### config.mk
export PLATFORM = sky130hd
export DESIGN_NAME = vga_rx_decoder_flat
export DESIGN_NICKNAME = d
export VERILOG_FILES = /design/src/rtl/vga_pkg.sv /design/src/rtl/vga_rx_decoder_if.sv /design/src/rtl/detector_borda.sv /design/src/rtl/vga_rx_decoder.sv /design/src/flat_wrapper.sv
export SDC_FILE = /design/constraint.sdc
export NUM_CORES = 1
export LEC_CHECK = 0
export BUFFER_PORTS_ARGS = -buffer_cell sky130_fd_sc_hd__buf_4
export CAP_MARGIN = 20
export CORE_ASPECT_RATIO = 1.2
export CORE_MARGIN = 2
export CORE_UTILIZATION = 50
export DETAILED_ROUTE_END_ITERATION = 8
export PLACE_DENSITY = 0.72
export SETUP_SLACK_MARGIN = 0.05
export SYNTH_ARGS = -nofsm -noshare
export SYNTH_HDL_FRONTEND = slang
export SYNTH_HIERARCHICAL = 1
export SYNTH_SLANG_ARGS = --single-unit
### constraint.sdc
create_clock -name CLOCK_50 -period 1.6 [get_ports CLOCK_50]
set_input_delay 0.24 -clock CLOCK_50 [delete_from_list [all_inputs] [get_ports CLOCK_50]]
set_output_delay 0.24 -clock CLOCK_50 [all_outputs]
set_load 0.05 [all_outputs]
### src/rtl/vga_pkg.sv
// Shared VGA 640x480 timing constants and decoder types, used by both the
// transmitter timing generator and the receive-side decoder.
package vga_pkg;

  localparam int H_TOTAL = 800;
  localparam int H_ATIVO = 640;
  localparam int V_TOTAL = 525;
  localparam int V_ATIVO = 480;

  typedef enum logic [1:0] {
    BUSCA,
    SINCRONIZANDO,
    TRAVADO
  } estado_t;

  // Single-cycle events derived from the sampled VGA pins.
  typedef struct packed {
    logic tick;
    logic hs_fall;
    logic vs_fall;
    logic blank;
  } eventos_t;

endpackage

### src/rtl/vga_rx_decoder_if.sv
// Bundle of VGA pins entering the decoder and the decoded results leaving it.
interface vga_rx_decoder_if;

  logic        VGA_CLK;
  logic        VGA_HS;
  logic        VGA_VS;
  logic        VGA_BLANK_N;
  logic [9:0]  x_rx;
  logic [9:0]  y_rx;
  logic        ativo_rx;
  logic        pixel_valid;
  logic        frame_start;
  logic        locked;
  logic        erro;
  logic [15:0] frames;

  modport master (
    output VGA_CLK, VGA_HS, VGA_VS, VGA_BLANK_N,
    input  x_rx, y_rx, ativo_rx, pixel_valid, frame_start, locked, erro, frames
  );

  modport slave (
    input  VGA_CLK, VGA_HS, VGA_VS, VGA_BLANK_N,
    output x_rx, y_rx, ativo_rx, pixel_valid, frame_start, locked, erro, frames
  );

endinterface

### src/rtl/detector_borda.sv
// Samples one asynchronous VGA pin and keeps the previous sample so the
// parent can form rising/falling edge strobes.
module detector_borda (
  input  logic clk,
  input  logic rst_n,
  input  logic din,
  output logic sample,
  output logic prev
);

  // NOTE: sequential state uses non-blocking assignments so prev really sees
  // the old sample; blocking here would collapse the two stages into one.
  always_ff @(posedge clk or negedge rst_n) begin
    if (!rst_n) begin
      sample <= 1'b0;
      prev   <= 1'b0;
    end else begin
      sample <= din;
      prev   <= sample;
    end
  end

endmodule

### src/rtl/vga_rx_decoder.sv
// Receive-side VGA decoder: recovers pixel coordinates from the sampled pins,
// checks line/frame geometry and tracks sync lock with a three-state FSM.
module vga_rx_decoder
  import vga_pkg::*;
#(
  parameter int LOCK_FRAMES = 2,
  parameter int TIMEOUT     = 64,
  parameter int H_TOT       = H_TOTAL,
  parameter int H_ACT       = H_ATIVO,
  parameter int V_TOT       = V_TOTAL,
  parameter int V_ACT       = V_ATIVO
) (
  input  logic            CLOCK_50,
  input  logic            reset_n,
  vga_rx_decoder_if.slave vga
);

  localparam int              TW       = $clog2(TIMEOUT + 1);
  localparam int              GW       = $clog2(LOCK_FRAMES + 1);
  localparam logic [9:0]      CNT_MAX  = '1;
  localparam logic [TW-1:0]   TO_MAX   = TW'(TIMEOUT);
  localparam logic [GW-1:0]   GOOD_MAX = GW'(LOCK_FRAMES);

  logic clk_s, clk_p, hs_s, hs_p, vs_s, vs_p, blank_s, blank_prev_unused;

  detector_borda u_det_clk   (.clk(CLOCK_50), .rst_n(reset_n), .din(vga.VGA_CLK),
                              .sample(clk_s),   .prev(clk_p));
  detector_borda u_det_hs    (.clk(CLOCK_50), .rst_n(reset_n), .din(vga.VGA_HS),
                              .sample(hs_s),    .prev(hs_p));
  detector_borda u_det_vs    (.clk(CLOCK_50), .rst_n(reset_n), .din(vga.VGA_VS),
                              .sample(vs_s),    .prev(vs_p));
  detector_borda u_det_blank (.clk(CLOCK_50), .rst_n(reset_n), .din(vga.VGA_BLANK_N),
                              .sample(blank_s), .prev(blank_prev_unused));

  eventos_t      ev_d, ev_q;
  estado_t       state_q, state_d;
  logic [GW-1:0] good_q, good_d;
  logic [9:0]    hcnt, vcnt, xa, ya;
  logic [TW-1:0] to_cnt;
  logic [9:0]    x_q, y_q;
  logic          ativo_q, pv_q, fs_q, erro_q;
  logic [15:0]   frames_q;
  logic          line_err, frame_err, timeout, erro_set;

  always_comb begin
    ev_d.tick    = clk_s & ~clk_p;
    ev_d.hs_fall = ~hs_s & hs_p;
    ev_d.vs_fall = ~vs_s & vs_p;
    ev_d.blank   = blank_s;
  end

  // Geometry checks and FSM; errors win over a simultaneous frame end.
  always_comb begin
    // NOTE: every combinational output is given a default first, so no path
    // through the case statement can leave one unassigned and infer a latch.
    state_d   = state_q;
    good_d    = good_q;
    erro_set  = 1'b0;
    line_err  = ev_q.hs_fall &&
                !((hcnt == 10'(H_TOT - 1)) && (xa == '0 || xa == 10'(H_ACT)));
    frame_err = ev_q.vs_fall && !((vcnt == 10'(V_TOT - 1)) && (ya == 10'(V_ACT)));
    timeout   = (to_cnt == TO_MAX);
    unique case (state_q)
      BUSCA: begin
        if (ev_q.vs_fall) begin
          state_d = SINCRONIZANDO;
          good_d  = '0;
        end
      end
      SINCRONIZANDO: begin
        if (line_err || frame_err || timeout) begin
          state_d  = BUSCA;
          erro_set = 1'b1;
        end else if (ev_q.vs_fall) begin
          good_d = good_q + GW'(1);
          if (good_d == GOOD_MAX) state_d = TRAVADO;
        end
      end
      TRAVADO: begin
        if (line_err || frame_err || timeout) begin
          state_d  = BUSCA;
          erro_set = 1'b1;
        end
      end
      default: state_d = BUSCA;
    endcase
  end

  always_ff @(posedge CLOCK_50 or negedge reset_n) begin
    if (!reset_n) begin
      ev_q     <= '0;
      state_q  <= BUSCA;
      good_q   <= '0;
      hcnt     <= '0;
      vcnt     <= '0;
      xa       <= '0;
      ya       <= '0;
      to_cnt   <= '0;
      x_q      <= '0;
      y_q      <= '0;
      ativo_q  <= 1'b0;
      pv_q     <= 1'b0;
      fs_q     <= 1'b0;
      erro_q   <= 1'b0;
      frames_q <= '0;
    end else begin
      ev_q    <= ev_d;
      state_q <= state_d;
      good_q  <= good_d;
      erro_q  <= erro_q | erro_set;
      pv_q    <= ev_q.tick;
      fs_q    <= ev_q.vs_fall;

      if (ev_q.hs_fall)                       hcnt <= '0;
      else if (ev_q.tick && hcnt != CNT_MAX)  hcnt <= hcnt + 10'd1;

      if (ev_q.vs_fall)                        vcnt <= '0;
      else if (ev_q.hs_fall && vcnt != CNT_MAX) vcnt <= vcnt + 10'd1;

      if (ev_q.hs_fall)                  xa <= '0;
      else if (ev_q.tick && ev_q.blank)  xa <= xa + 10'd1;

      // A line only advances the active-line index if it carried video.
      if (ev_q.vs_fall)                  ya <= '0;
      else if (ev_q.hs_fall && xa != '0) ya <= ya + 10'd1;

      if (ev_q.tick)              to_cnt <= '0;
      else if (to_cnt != TO_MAX)  to_cnt <= to_cnt + TW'(1);

      if (ev_q.tick) begin
        x_q     <= xa;
        y_q     <= ya;
        ativo_q <= ev_q.blank;
      end

      if (ev_q.vs_fall && state_q == TRAVADO) frames_q <= frames_q + 16'd1;
    end
  end

  assign vga.x_rx        = x_q;
  assign vga.y_rx        = y_q;
  assign vga.ativo_rx    = ativo_q;
  assign vga.pixel_valid = pv_q;
  assign vga.frame_start = fs_q;
  assign vga.locked      = (state_q == TRAVADO);
  assign vga.erro        = erro_q;
  assign vga.frames      = frames_q;

endmodule

### src/flat_wrapper.sv
// flat-port wrapper written by rule: the top's interface ports become plain ports
module vga_rx_decoder_flat import vga_pkg::*;
#(
  parameter int LOCK_FRAMES = 2,
  parameter int TIMEOUT     = 64,
  parameter int H_TOT       = H_TOTAL,
  parameter int H_ACT       = H_ATIVO,
  parameter int V_TOT       = V_TOTAL,
  parameter int V_ACT       = V_ATIVO
)
  (CLOCK_50, reset_n, vga_VGA_CLK, vga_VGA_HS, vga_VGA_VS, vga_VGA_BLANK_N, vga_x_rx, vga_y_rx, vga_ativo_rx, vga_pixel_valid, vga_frame_start, vga_locked, vga_erro, vga_frames);
  vga_rx_decoder_if vga_i ();
  input  logic CLOCK_50;
  input  logic reset_n;
  input wire logic [$bits(vga_i.VGA_CLK)-1:0] vga_VGA_CLK;
  input wire logic [$bits(vga_i.VGA_HS)-1:0] vga_VGA_HS;
  input wire logic [$bits(vga_i.VGA_VS)-1:0] vga_VGA_VS;
  input wire logic [$bits(vga_i.VGA_BLANK_N)-1:0] vga_VGA_BLANK_N;
  output wire logic [$bits(vga_i.x_rx)-1:0] vga_x_rx;
  output wire logic [$bits(vga_i.y_rx)-1:0] vga_y_rx;
  output wire logic [$bits(vga_i.ativo_rx)-1:0] vga_ativo_rx;
  output wire logic [$bits(vga_i.pixel_valid)-1:0] vga_pixel_valid;
  output wire logic [$bits(vga_i.frame_start)-1:0] vga_frame_start;
  output wire logic [$bits(vga_i.locked)-1:0] vga_locked;
  output wire logic [$bits(vga_i.erro)-1:0] vga_erro;
  output wire logic [$bits(vga_i.frames)-1:0] vga_frames;
  assign vga_i.VGA_CLK = vga_VGA_CLK;
  assign vga_i.VGA_HS = vga_VGA_HS;
  assign vga_i.VGA_VS = vga_VGA_VS;
  assign vga_i.VGA_BLANK_N = vga_VGA_BLANK_N;
  assign vga_x_rx = vga_i.x_rx;
  assign vga_y_rx = vga_i.y_rx;
  assign vga_ativo_rx = vga_i.ativo_rx;
  assign vga_pixel_valid = vga_i.pixel_valid;
  assign vga_frame_start = vga_i.frame_start;
  assign vga_locked = vga_i.locked;
  assign vga_erro = vga_i.erro;
  assign vga_frames = vga_i.frames;
  vga_rx_decoder #(.LOCK_FRAMES(LOCK_FRAMES), .TIMEOUT(TIMEOUT), .H_TOT(H_TOT), .H_ACT(H_ACT), .V_TOT(V_TOT), .V_ACT(V_ACT)) u_core (.CLOCK_50(CLOCK_50), .reset_n(reset_n), .vga(vga_i));
endmodule
==> summary.txt <==
Synthesis
  • YS warnings: 6
  • Post-Syn Instances: 416
  • Syn Nets: 436
  • Syn avg cell area: 11.1 um2
  • Netlist Area Pre-Place: 4610 um2

Run
  • Max-Cap Viols: 0

Route
  • Initial drt markers: 155
  • Vias: 3545
  • Antenna-violating nets left: 0
  • Detailed-route DRC error count: 0
  • Drt total wl: 9880 um
  • TritonRoute pass-1 iters: 4
  • WL/cell: 14.7 um
  • Via density: 5.27

Layout
  • Fillers: 630
  • Post-layout util: 71.2%
  • # nets final: 568
  • Antenna Cells: 0
  • Share of layout cells above drive strength 1: 42.7%
  • Register Area: 2560 um2
  • Commonest cells after routing, fill and taps aside: buf_4 (115), dfrtp_1 (96), nor2_1 (48)
  • Area Growth Syn to Fin: 38.9%
  • Most common cell after layout, fill and taps aside: buf_4
  • Area occupied by multi-input gates: 2360 um2

Clock tree
  • Clock slew at reported path FFs: 0.10 ns
  • H-tree Lvls: 3
  • Clock root buffer: clkbuf_8
  • # clock sinks: 102
  • TritonCTS Buffers: 9
  • Worst skew pair latency: 0.37 ns
  • TritonCTS clock tree: done
  • Bufs on Longest Clock Path: 2

Timing
  • Final WS setup: -0.167 ns
  • Max_slew headroom: 70.6%
  • RSZ-0062 raised after global routing: true
  • Worst-Margin Slew: 0.437 ns
  • Final Setup Violations: 12
  • Slew Limit Fails: 0
  • Fin crit share: 110%
  • Final Hold Vio Count: 0
  • Crit path time final: 1.77 ns
  • Fmax: 566 MHz
  • Clock Skews: 0.0101 ns
  • Setup TNS: -1.17 ns

Setup path
  • CP Launch Type: flop
  • Delay-heaviest family, CP: simple AND/OR/NAND/NOR gates
  • CP max FO: 4
  • Crit path arrival time: 2.02 ns
  • WP buf/inv: 1
  • Worst R2R Start: u_core/xa[1]$_DFFE_PN0P_
  • Worst-path cell chain: inv_2 > ha_4 > nor4b_4 > a311o_1 > or3_1 > xor2_1 > nor2_1
  • CP startpoint: u_core/xa[1]$_DFFE_PN0P_
  • Max stage delay on crit path: 0.39 ns
  • Critical Path RT: 1.86 ns
  • CP Class: flop to flop
  • Flop-to-flop setup slack: -0.17 ns
  • Crit path capture type: flop
  • Critical Path Slowest Stage Cell: or3_1

Power and ir drop
  • Pwr Density: 870 nW/um2
  • Maximum VDD drop: 0.696 mV
  • Lkg Pwr: 0.00301 uW

Min path
  • Hold Crit Class: input port to async pin

Floorplanning
  • Die area: 10000 um2
  • Die H: 109 um
  • I/O pin count: 47
  • Initial Util: 51.3%
  • Rows: 38
  • Die Wd: 91.7 um
  • Core Area: 8990 um2

Global routing
  • First-pass GRT wire length: 16100 um
  • Pin count of the biggest net entering global routing: 40
  • Antenna violations before repair: 0
  • Number of global-route vias before repair: 3544
  • Gr usage total: 20.2%
  • Grt ovf: 0

Outcome
  • Failing checks: negative setup slack
  • Run status: finished with violations

Place
  • Detail Placement HPWL: 6470 um
  • RD Place Congestion: 0.767
  • Port Buffer Count: 46
## report_power, final
group	total, uW	switching (uW)	leakage, uW	internal, uW
logic	1150	595	0.00155	552
clock network	1620	888	0.0000899	728
registers	2800	97.3	0.00137	2710
total	5570	1580	0.00301	3990
## through the flow
stage                     instances  power (uW)  hold WS (ns)  instance area (um2)  setup slack (ns)
final                           673        5570         0.352                 6400            -0.167
after global routing            673        5860         0.367                 6400            -0.277
after CTS                       665        5530         0.338                 6100            -0.164
after detailed placement        636        3780         0.212                 5670            -0.171
after global placement          636        3740         0.210                 5670            -0.125
after floorplan                 416        3370       -0.0556                 4710           -0.0977
## sequential cells by signal, summed over array words and instances, names as in the netlist, 2 cells and up
signal,cells
u_core/vga.frames,16
u_core/hcnt,10
u_core/vcnt,10
u_core/vga.x_rx,10
u_core/vga.y_rx,10
u_core/xa,10
u_core/ya,10
u_core/to_cnt,7
u_core/ev_q,4
u_core/good_q,2
u_core/state_q,2
## final cells by class
class / count / share of cell area (%)
clock buffer: 11 / 2.05
clock inverter: 5 / 0.919
inverter: 21 / 1.23
multi-input combinational: 283 / 36.9
sequential: 102 / 40.0
tap: 120 / 2.35
timing repair buffer: 131 / 16.5
## worst paths after layout
path	endpoint	cells past startpoint
min reg2reg	u_core/ev_q[0]$_DFF_PN0_	0
max	u_core/ya[9]$_DFFE_PN0P_	7
min in group CLOCK_50	u_core/ev_q[0]$_DFF_PN0_	0
max in group asynchronous	u_core/to_cnt[1]$_DFFE_PN0P_	3
min	u_core/vga.frames[1]$_DFFE_PN0P_	2
max reg2reg	u_core/ya[9]$_DFFE_PN0P_	7
## timing repair
item / CTS / global route
hold buffers: 5 / 0
gates cloned: 1 / 0
resized for setup: 26 / 47
pin swaps: 16 / 22
buffers inserted: 7 / 8
endpoints found under the hold margin: 33 / 0
setup endpoints to repair: 31 / 43
## layer usage
| layer | track usage [%] | part of all wire [%] | wire length [um] | vias up |
|---|---|---|---|---|
| met5 | 0 | 0 | 0 | - |
| met2 | 35.5 | 53 | 5280 | 56 |
| met4 | 7.58 | 1.7 | 165 | 0 |
| li1 | - | - | - | 1699 |
| met1 | 24.5 | 42 | 4120 | 1776 |
| met3 | 4.22 | 3.2 | 312 | 14 |
## worst register-to-register path: stages, from the launching register on
cell and delay, ns:
dfrtp_1 0.38, inv_2 0.07, ha_4 0.15, nor4b_4 0.13, a311o_1 0.33, or3_1 0.39, xor2_1 0.15, nor2_1 0.06
(Power assumes the default switching activity.)
